File: src/rtl/cache_bus_arbiter.sv
// cache_bus_arbiter: round-robin owner of the 128-bit memory bus for the
// icache (read refill) and dcache (refill + write-back), level-req/pulse-ack.
// Ports: clk_i, rst_ni (async, active low); i_* icache port; d_* dcache port;
// mem_* memory controller port; grant_o owner (01 I, 10 D); timeout_err_o.
// Optional macro ARB_TIMEOUT_EN: abandon a grant after TIMEOUT_CYCLES
// cycles without an acknowledge and raise sticky timeout_err_o.
module cache_bus_arbiter #(
  parameter int BUS_ADDRESS_WIDTH = 20,
  parameter int BUS_DATA_WIDTH    = 128,
  parameter int TIMEOUT_CYCLES    = 255
) (
  input  logic                         clk_i,
  input  logic                         rst_ni,
  input  logic [BUS_ADDRESS_WIDTH-5:0] i_addr_i,
  input  logic                         i_valid_i,
  output logic                         i_valid_o,
  output logic [BUS_DATA_WIDTH-1:0]    i_data_o,
  input  logic [BUS_ADDRESS_WIDTH-5:0] d_addr_i,
  input  logic [BUS_DATA_WIDTH-1:0]    d_data_i,
  input  logic                         d_we_i,
  input  logic                         d_valid_i,
  output logic                         d_valid_o,
  output logic [BUS_DATA_WIDTH-1:0]    d_data_o,
  output logic [BUS_ADDRESS_WIDTH-5:0] mem_addr_o,
  output logic [BUS_DATA_WIDTH-1:0]    mem_data_o,
  output logic                         mem_we_o,
  output logic                         mem_valid_o,
  input  logic [BUS_DATA_WIDTH-1:0]    mem_data_i,
  input  logic                         mem_valid_i,
  output logic [1:0]                   grant_o,
  output logic                         timeout_err_o
);

  localparam int AW = BUS_ADDRESS_WIDTH - 4;
  localparam int DW = BUS_DATA_WIDTH;

  typedef enum logic [1:0] {
    IDLE    = 2'd0,
    GRANT_I = 2'd1,
    GRANT_D = 2'd2,
    TURN    = 2'd3
  } state_t;

  state_t          state_q, state_d;
  logic            last_d_q, last_d_d;
  logic [AW-1:0]   addr_d;
  logic [DW-1:0]   data_d;
  logic            we_d;
  logic            valid_d;
  logic            pick_d;

`ifdef ARB_TIMEOUT_EN
  localparam int CW = 16;
  logic [CW-1:0]   cnt_q, cnt_d;
  logic            tmo_q, tmo_d;
  logic            expired;

  assign expired = (cnt_q == CW'(TIMEOUT_CYCLES - 1));
  assign timeout_err_o = tmo_q;
`else
  assign timeout_err_o = 1'b0;
`endif

  // dcache wins a tie unless it owned the bus last
  assign pick_d = d_valid_i & (~i_valid_i | ~last_d_q);

  always_comb begin
    state_d  = state_q;
    last_d_d = last_d_q;
    addr_d   = mem_addr_o;
    data_d   = mem_data_o;
    we_d     = mem_we_o;
    valid_d  = mem_valid_o;
`ifdef ARB_TIMEOUT_EN
    cnt_d    = cnt_q;
    tmo_d    = tmo_q;
`endif
    case (state_q)
      IDLE: begin
        if (pick_d) begin
          state_d  = GRANT_D;
          last_d_d = 1'b1;
          addr_d   = d_addr_i;
          data_d   = d_data_i;
          we_d     = d_we_i;
          valid_d  = 1'b1;
`ifdef ARB_TIMEOUT_EN
          cnt_d    = '0;
`endif
        end else if (i_valid_i) begin
          state_d  = GRANT_I;
          last_d_d = 1'b0;
          addr_d   = i_addr_i;
          data_d   = '0;
          we_d     = 1'b0;
          valid_d  = 1'b1;
`ifdef ARB_TIMEOUT_EN
          cnt_d    = '0;
`endif
        end
      end
      GRANT_I, GRANT_D: begin
        if (mem_valid_i) begin
          state_d = TURN;
          valid_d = 1'b0;
          we_d    = 1'b0;
        end
`ifdef ARB_TIMEOUT_EN
        else if (expired) begin
          state_d = TURN;
          valid_d = 1'b0;
          we_d    = 1'b0;
          tmo_d   = 1'b1;
        end else begin
          cnt_d = cnt_q + 1'b1;
        end
`endif
      end
      // one dead cycle lets the acked requester drop its level valid
      TURN: state_d = IDLE;
      default: state_d = IDLE;
    endcase
  end

  always_ff @(posedge clk_i or negedge rst_ni) begin
    if (!rst_ni) begin
      state_q     <= IDLE;
      last_d_q    <= 1'b0;
      mem_addr_o  <= '0;
      mem_data_o  <= '0;
      mem_we_o    <= 1'b0;
      mem_valid_o <= 1'b0;
    end else begin
      state_q     <= state_d;
      last_d_q    <= last_d_d;
      mem_addr_o  <= addr_d;
      mem_data_o  <= data_d;
      mem_we_o    <= we_d;
      mem_valid_o <= valid_d;
    end
  end

`ifdef ARB_TIMEOUT_EN
  always_ff @(posedge clk_i or negedge rst_ni) begin
    if (!rst_ni) begin
      cnt_q <= '0;
      tmo_q <= 1'b0;
    end else begin
      cnt_q <= cnt_d;
      tmo_q <= tmo_d;
    end
  end
`endif

  assign i_valid_o = mem_valid_i & (state_q == GRANT_I);
  assign d_valid_o = mem_valid_i & (state_q == GRANT_D);
  assign i_data_o  = mem_data_i;
  assign d_data_o  = mem_data_i;

  always_comb begin
    grant_o = 2'b00;
    unique case (1'b1)
      state_q == GRANT_I: grant_o = 2'b01;
      state_q == GRANT_D: grant_o = 2'b10;
      default:            grant_o = 2'b00;
    endcase
  end

endmodule

File: config.mk
export PLATFORM = sky130hd
export DESIGN_NAME = cache_bus_arbiter
export DESIGN_NICKNAME = d
export VERILOG_FILES = /design/src/rtl/cache_bus_arbiter.sv
export SDC_FILE = /design/constraint.sdc
export NUM_CORES = 1
export LEC_CHECK = 0
export CAP_MARGIN = 40
export CORE_AREA = 2 2 273 275
export DETAILED_ROUTE_END_ITERATION = 10
export DIE_AREA = 0 0 275 277
export PLACE_DENSITY_LB_ADDON = 0.2
export REMOVE_ABC_BUFFERS = 1
export SLEW_MARGIN = 10
export SYNTH_ARGS = -nofsm -noshare
export SYNTH_HDL_FRONTEND = slang
export SYNTH_SLANG_ARGS = --single-unit
File: constraint.sdc
create_clock -name clk_i -period 2.35 [get_ports clk_i]
set_input_delay 0.235 -clock clk_i [delete_from_list [all_inputs] [get_ports clk_i]]
set_output_delay 0.235 -clock clk_i [all_outputs]
set_load 0.01 [all_outputs]
==> results of run 1 <==
[power breakdown]
| part | internal (mW) | total (mW) | leakage (nW) | switching, mW |
|---|---|---|---|---|
| sequential | 3.55 | 4.16 | 1.91 | 0.607 |
| clock | 1.54 | 2.78 | 0.270 | 1.24 |
| combinational | 2.97 | 5.46 | 2.03 | 2.49 |
[flip-flops by register name (all words and copies together) (netlist names)]
signal / flops
last_d_q: 1
mem_addr_o: 16
mem_we_o: 1
mem_valid_o: 1
state_q: 2
mem_data_o: 128
[area by class of cell]
class	count	area (sq um)	share of cell area (%)
well taps	969	1210	11.5
inverters	4	15.0	0.142
repair buffers	333	3400	32.2
multi-input cells	219	1640	15.5
flip-flops and latches	149	3730	35.3
clock buffers	17	425	4.03
clock inverters	13	138	1.30
[kinds of logic after synthesis]
logic type,synth area share (%)
buffers and inverters,29.0
flip-flops,49.4
adder cells (fa/ha/maj),0.829
other,0.0497
AO/OA/AOI/OAI,18.1
AND/OR/NAND/NOR,2.11
multiplexers,0.531
[through the flow]
step           worst slack (ns)  TNS, ns
2_1_floorplan             -1.16  -165.87
3_3_place_gp              0.191        0
3_5_place_dp              0.384        0
4_1_cts                   0.214        0
5_1_grt                   0.136        0
6_report                  0.274        0
[layer usage]
layer  wire length [um]  share of wire, %
met5               1170               1.6
met4               1330               1.8
met3              19600                26
met2              32900                44
met1              19800                26
[worst min path at each step]
stage / cells past startpoint / slack, ns / startpoint / endpoint
after floorplan: 0 / -0.06 / rst_ni / last_d_q$_DFFE_PN0P_
after global placement: 1 / 0.30 / rst_ni / mem_data_o[68]$_DFFE_PN0P_
after detailed placement: 1 / 0.31 / rst_ni / mem_data_o[68]$_DFFE_PN0P_
after CTS: 3 / 0.24 / i_addr_i[8] / mem_addr_o[8]$_DFFE_PN0P_
after global routing: 3 / 0.28 / i_addr_i[8] / mem_addr_o[8]$_DFFE_PN0P_
final: 3 / 0.29 / i_addr_i[8] / mem_addr_o[8]$_DFFE_PN0P_
[what timing repair did]
action | CTS | global route
setup buffers | 0 | 0
hold buffers | 1 | 0
endpoints found under the hold margin | 53 | 0
[synthesized netlist by cell type, drive strengths merged]
master  instances
buf           279
dfrtp         149
a22o          128
a21oi          33
nor2           18
nand2          16
clkbuf         13
ha              5
inv             4
mux2i           4
and2            3
a21boi          2
nor2b           2
o22ai           2
a21bo           1
a21o            1
a31oi           1
conb            1
o21a            1
o21ai           1
[critical path, delay by kind of cell (launching register included)]
kind                       cells  cell delay [ns]
DFF                            1             0.40
and+or+nand+nor                1             0.15
buffers and inverters          2             0.68
adders and majority gates      1             0.15
==> metrics.md, run 1 <==
| Metric | Value |
|---|---|
| Outcome | complete, no violations |
| Post-Layout Inst Area | roughly 11000 sq um |
| Setup crit end | i_valid_o |
| Ranking of synthesized cells by area | sky130_fd_sc_hd__dfrtp_1 (49%), sky130_fd_sc_hd__buf_4 (26%), sky130_fd_sc_hd__a22o_1 (15%) |
| Pin count of the biggest net entering global routing | between 70 and 80 |
| GRT met1 Usage | 14.4% |
| FP Rows | 100 |
| Maximum achievable frequency | roughly 480 MHz |
| Area growth from synthesis to final layout | 39.9% |
| Static Leak | about 4.2 nW |
| Router iterations before antenna repair | 4 |
| Number of unique standard cell types used by synthesis | 23 |
| Port-buffer cells | about 320 |
| Launch point of the worst reg-to-reg path | state_q[0]$_DFFE_PN0P_ |
| Met3 usage in global routing | 24.3% |
| Setup repair after global routing missed its margin | no |
| Setup violation total in the final timing report | 0 |
| Global-route usage over all layers | about a fifth |
| Synthesized instance count | around 660 |
| Clock latency reported for the late side of the worst-skew pair | between 0.4 and 0.5 ns |
| Die Span X | between 200 and 300 um |
| Flop-to-flop setup slack | 0.55 ns |
| Antenna violations before repair | 2 |
| Half-perimeter wire length after detailed placement | ~65000 um |
| Drt wl/cell | about 44 um |
| Number of placed instances with taps included | 1673 |
| Final min period | between 2 and 2.5 ns |
| Antenna diode count | 0 |
| Clock tree from TritonCTS | yes |
| Syn_area_per_cell | around 11 sq um |
| CTS Buf Count | 17 |
| Delay of the slowest cell on the worst path | approximately 0.55 ns |
| Non-filler instance count after layout | approximately 1700 |
| Clk buf depth | 2 |
| Per-cell via count in the routed design | roughly 3.4 |
| Post-Route Hold Slack | 0.294 ns |
| Critical Path Start | state_q[1]$_DFFE_PN0P_ |
| Part of the cycle the worst path needs | just under 90% |
| Area share of the largest cell type after synthesis | between 40% and 50% |
| Critical path, cell by cell | inv_1 > ha_1 > and2_1 > clkdlybuf4s50_1 |
| Clock-pin slew on the worst setup and hold paths | around 0.07 ns |
| Global-route wire length before repair | slightly below 90000 um |
| Vias | around 5700 |
| NumNets Final | 1023 |
| Number of sinks handled by clock tree synthesis | 149 |
| Setup Crit Path Kind | flop to output port |
| Final design utilization | roughly 14% |
| Count of cells resized by post-cts repair | 0 |
| Cell with the biggest individual delay on the critical path | sky130_fd_sc_hd__clkdlybuf4s50_1 |
| Global-route met2 utilization | between 20 and 30% |
| Worst path arrival time | 1.84 ns |
| Post-Route Skew | between 0.015 and 0.02 ns |
| Type of the most critical hold path | primary input to flop |
| Share of cells above drive strength 1 | under 10% |
| Clock root cell | sky130_fd_sc_hd__clkbuf_16 |
| Power density over cell area | roughly 1200 nW/um^2 |
| Max-slew violation count | 0 |
| Final weighted congestion of routability-driven global placement | 0.913 |
| Measured slew at the worst slew-check pin | 0.663 ns |
| Number of flip-flops and latches in the synthesized netlist | about 150 |
| Vert. Die Dim | 277 um |
| Sort of element at the start of the critical path | flop |
| Effective utilization at floorplan | 10.3% |
| Slew margin rel. | 55.8% |
| Number of top-level pins | roughly 700 |
| Reg-to-Reg End | mem_data_o[8]$_DFFE_PN0P_ |
| DRC violation count after routing | 0 |
| Area of the core | 73600 sq um |
| Cell type with the largest total area after synthesis | sky130_fd_sc_hd__dfrtp_1 |
| Fillers | about 8000 |
| Via count of the first global-routing pass | roughly 5700 |
| Overall routed net length | about 75000 um |
| Synthesis Warnings | 0 |
| Count of maximum capacitance violations | 0 |
| Final Power | between 10 and 15 mW |
| Hold violation count in the final report | 0 |
| Routing layer with the top usage in global route | met2 |
| Leading cell type in the layout, fill and taps excluded | sky130_fd_sc_hd__clkdlybuf4s50_1 |
| Gr ovfl total | 0 |
| Area of placed instances | about 10000 sq um |
| Kind of end point of the critical path | output port |
| Critical path data required time | roughly 2.1 ns |
| Overall die area | 76200 sq um |
| Syn Std Cell Area | ~7500 sq um |
| Depth of the CTS H-tree | 4 |
| Most frequent cells in the layout | sky130_fd_sc_hd__clkdlybuf4s50_1 (314), sky130_fd_sc_hd__dfrtp_1 (149), sky130_fd_sc_hd__a22o_1 (128) |
| R2R depth | 6 |
| Antenna viol nets, final | 0 |
| Fraction of the yosys area taken by sequential cells | between 40% and 50% |
| Maximum VDD drop | approximately 400 uV |
| Maximum fanout encountered on the critical timing path | 4 |
| DRC marker count from the first detailed-route iteration | around 420 |
(Power assumes the default switching activity.)
==> run 2, diff against run 1 <==
--- a/config.mk
+++ b/config.mk
@@ -6,9 +6,10 @@
 export NUM_CORES = 1
 export LEC_CHECK = 0
 export CAP_MARGIN = 40
-export CORE_AREA = 2 2 273 275
+export CORE_AREA = 4 4 275 277
+export CTS_BUF_LIST = sky130_fd_sc_hd__clkbuf_8
 export DETAILED_ROUTE_END_ITERATION = 10
-export DIE_AREA = 0 0 275 277
+export DIE_AREA = 0 0 279 281
 export PLACE_DENSITY_LB_ADDON = 0.2
 export REMOVE_ABC_BUFFERS = 1
 export SLEW_MARGIN = 10
==> run 2 against run 1 <==
Combinational power about the same. Core utilization is 0.23 points lower. Global-route usage rose by 0.17 points. First-iteration DRC count fell by 4.6%. Sequential share of layout area increased by 0.95 points. Clock skew is 0.0055 ns higher. Sequential cell count did not move. Die area up 2.9%. Via count rose by 0.72%. Critical path depth stayed put. Worst hold slack worse by 0.098 ns. Setup slack got worse by 0.063 ns. Largest power group unchanged.
==> metrics.md, run 2 (synthesis results as in run 1) <==
| Metric | Value |
|---|---|
| Outcome | complete, no violations |
| Vias | 5763 (+0.72%) |
| Area growth from synthesis to final layout | 36.3% |
| Largest registers ranked by flip-flop count | mem_data_o x128, mem_addr_o x16, state_q x2 |
| Post-Route Skew | 0.0212 ns (+0.00546 ns) |
| Launch point of the worst reg-to-reg path | state_q[1]$_DFFE_PN0P_ |
| Setup violation total in the final timing report | 0 (unchanged) |
| Overall die area | 78400 sq um (+2.9%) |
| Count of cells resized by post-cts repair | 0 (unchanged) |
| Fillers | 8185 (-0.40%) |
| Via count of the first global-routing pass | 5943 (+3.7%) |
| Reg-to-Reg End | mem_data_o[122]$_DFFE_PN0P_ |
| R2R depth | 5 (-1) |
| NumNets Final | 1019 (-0.39%) |
| Per-cell via count in the routed design | 3.41 (+1.4%) |
| Critical path, cell by cell | inv_1 > ha_1 > and2_1 > clkdlybuf4s50_1 |
| DRC violation count after routing | 0 (unchanged) |
| Maximum fanout encountered on the critical timing path | 4 (unchanged) |
| Clock tree from TritonCTS | yes |
| Router iterations before antenna repair | 4 (unchanged) |
| CTS Buf Count | 17 (unchanged) |
| Setup Crit Path Kind | flop to output port |
| Pin count of the biggest net entering global routing | 70 (-2.8%) |
| Power density over cell area | 1140 nW/um^2 (-3.0%) |
| Area of the core | 72800 sq um (-1.0%) |
| Number of placed instances with taps included | 1659 (-0.84%) |
| Leading cell type in the layout, fill and taps excluded | sky130_fd_sc_hd__clkdlybuf4s50_1 |
| Antenna viol nets, final | 0 (unchanged) |
| Die Span X | 279 um (+1.5%) |
| Final min period | 2.14 ns (+0.0628 ns) |
| Setup repair after global routing missed its margin | no |
| Flop-to-flop setup slack | 0.41 ns (-0.14 ns) |
| Effective utilization at floorplan | 10.4% (+0.10 points) |
| Clock-pin slew on the worst setup and hold paths | 0.10 ns (+0.03 ns) |
| FP Rows | 99 (-1.0%) |
| Gr ovfl total | 0 (unchanged) |
| Final weighted congestion of routability-driven global placement | 0.879 (-3.6%) |
| Hold violation count in the final report | 0 (unchanged) |
| Critical path data required time | 2.12 ns (about the same) |
| Part of the cycle the worst path needs | 91.0% (+2.7 points) |
| Maximum achievable frequency | 467 MHz (-2.9%) |
| Slew margin rel. | 56.3% (+0.49 points) |
| Port-buffer cells | 315 (unchanged) |
| Number of sinks handled by clock tree synthesis | 149 (unchanged) |
| Post-Route Hold Slack | 0.196 ns (-0.0978 ns) |
| Non-filler instance count after layout | 1692 (-0.70%) |
| Maximum VDD drop | 353 uV (-9.6%) |
| DRC marker count from the first detailed-route iteration | 396 (-4.6%) |
| Clock latency reported for the late side of the worst-skew pair | 0.53 ns (+0.04 ns) |
| Worst path arrival time | 1.90 ns (+0.06 ns) |
| Type of the most critical hold path | primary input to async pin |
| Number of setup buffers added after CTS | 0 (unchanged) |
| Drt wl/cell | 46.2 um (+5.2%) |
| Largest reg by FF count | mem_data_o |
| Antenna violations before repair | 8 (+6) |
| Delay of the slowest cell on the worst path | 0.56 ns (about the same) |
| Post-Layout Inst Area | 10300 sq um (-2.6%) |
| Depth of the CTS H-tree | 4 (unchanged) |
| Sort of element at the start of the critical path | flop |
| Post-route worst setup slack | 0.211 ns (-0.0628 ns) |
| Max-slew violation count | 0 (unchanged) |
| Hold-fix buffer count after cts | 1 (unchanged) |
| Overall routed net length | 78200 um (+4.4%) |
| Global-route usage over all layers | 19.4% (+0.17 points) |
| Area of placed instances | 9900 sq um (-0.88%) |
| Half-perimeter wire length after detailed placement | 67000 um (+3.6%) |
| Final Power | 11.7 mW (-5.5%) |
| Clock root cell | sky130_fd_sc_hd__clkbuf_8 |
| Number of top-level pins | 701 (unchanged) |
| Share of cells above drive strength 1 | 6.28% (-0.79 points) |
| Most frequent cells in the layout | sky130_fd_sc_hd__clkdlybuf4s50_1 (314), sky130_fd_sc_hd__dfrtp_1 (149), sky130_fd_sc_hd__a22o_1 (128) |
| Vert. Die Dim | 281 um (+1.4%) |
| Cell with the biggest individual delay on the critical path | sky130_fd_sc_hd__clkdlybuf4s50_1 |
| Number of flip-flops under the largest register name | 128 (unchanged) |
| Measured slew at the worst slew-check pin | 0.656 ns (-0.00741 ns) |
| Clk buf depth | 2 (unchanged) |
| Setup slack at placement | 0.327 ns (-0.0561 ns) |
| Kind of end point of the critical path | output port |
| Global-route wire length before repair | 93200 um (+4.7%) |
| Static Leak | 4.09 nW (-2.6%) |
| Count of maximum capacitance violations | 0 (unchanged) |
run 2: changes by cell type in the layout (fill, tap and decap cells not counted), sizes merged:
cell,before,now
clkinv,8,4
clkbuf,17,21
inv,4,7
bufinv,2,1
diode,0,1
clkinvlp,3,2
buf,18,14
run 2: stage by stage:
step	setup TNS, ns	utilization (%)
floorplan	-165.87	-
global placement	0	13.6
detailed placement	0	13.6
CTS	0	14.1
global route	0	14.1
finish	0	14.1
run 2: worst max-delay path by stage:
stage | start | end | slack, ns | depth (start not counted)
2_1_floorplan | d_valid_i | mem_data_o[0]$_DFFE_PN0P_ | -1.16 | 2
3_3_place_gp | i_valid_i | mem_data_o[59]$_DFFE_PN0P_ | 0.36 | 4
3_5_place_dp | i_valid_i | mem_data_o[69]$_DFFE_PN0P_ | 0.33 | 4
4_1_cts | state_q[1]$_DFFE_PN0P_ | i_valid_o | 0.09 | 4
5_1_grt | state_q[1]$_DFFE_PN0P_ | i_valid_o | 0.03 | 4
6_report | state_q[1]$_DFFE_PN0P_ | i_valid_o | 0.21 | 4
run 2: power breakdown:
| part | switching (mW) | internal [mW] | leakage, nW | total [mW] |
|---|---|---|---|---|
| Combinational | 2.55 | 2.90 | 1.99 | 5.45 |
| Clock | 1.17 | 0.930 | 0.197 | 2.10 |
| Sequential | 0.611 | 3.54 | 1.91 | 4.15 |
run 2: critical path, delay by kind of cell (launching register included):
family,cells,cell delay [ns]
adder cells (fa/ha/maj),1,0.15
buffers and inverters,2,0.69
flip-flops,1,0.41
AND/OR/NAND/NOR,1,0.11
run 2: cell type report:
| type | instances | area [sq um] | area share, % |
|---|---|---|---|
| multi-input combinational | 219 | 1640 | 16.0 |
| tap | 959 | 1200 | 11.7 |
| timing repair buffer | 329 | 3320 | 32.3 |
| clock inverter | 10 | 83.8 | 0.815 |
| antenna | 1 | 2.50 | 0.0243 |
| inverter | 4 | 15.0 | 0.146 |
| clock buffer | 21 | 289 | 2.81 |
| sequential | 149 | 3730 | 36.3 |
run 2: per-layer routing:
layer  wire length, um  GRT usage [%]  vias up
li1                  -              -     2137
met1             21400           14.2     2707
met2             34500           29.9      836
met3             20200           25.6       63
met4               952           3.83       20
met5              1140           10.6        -
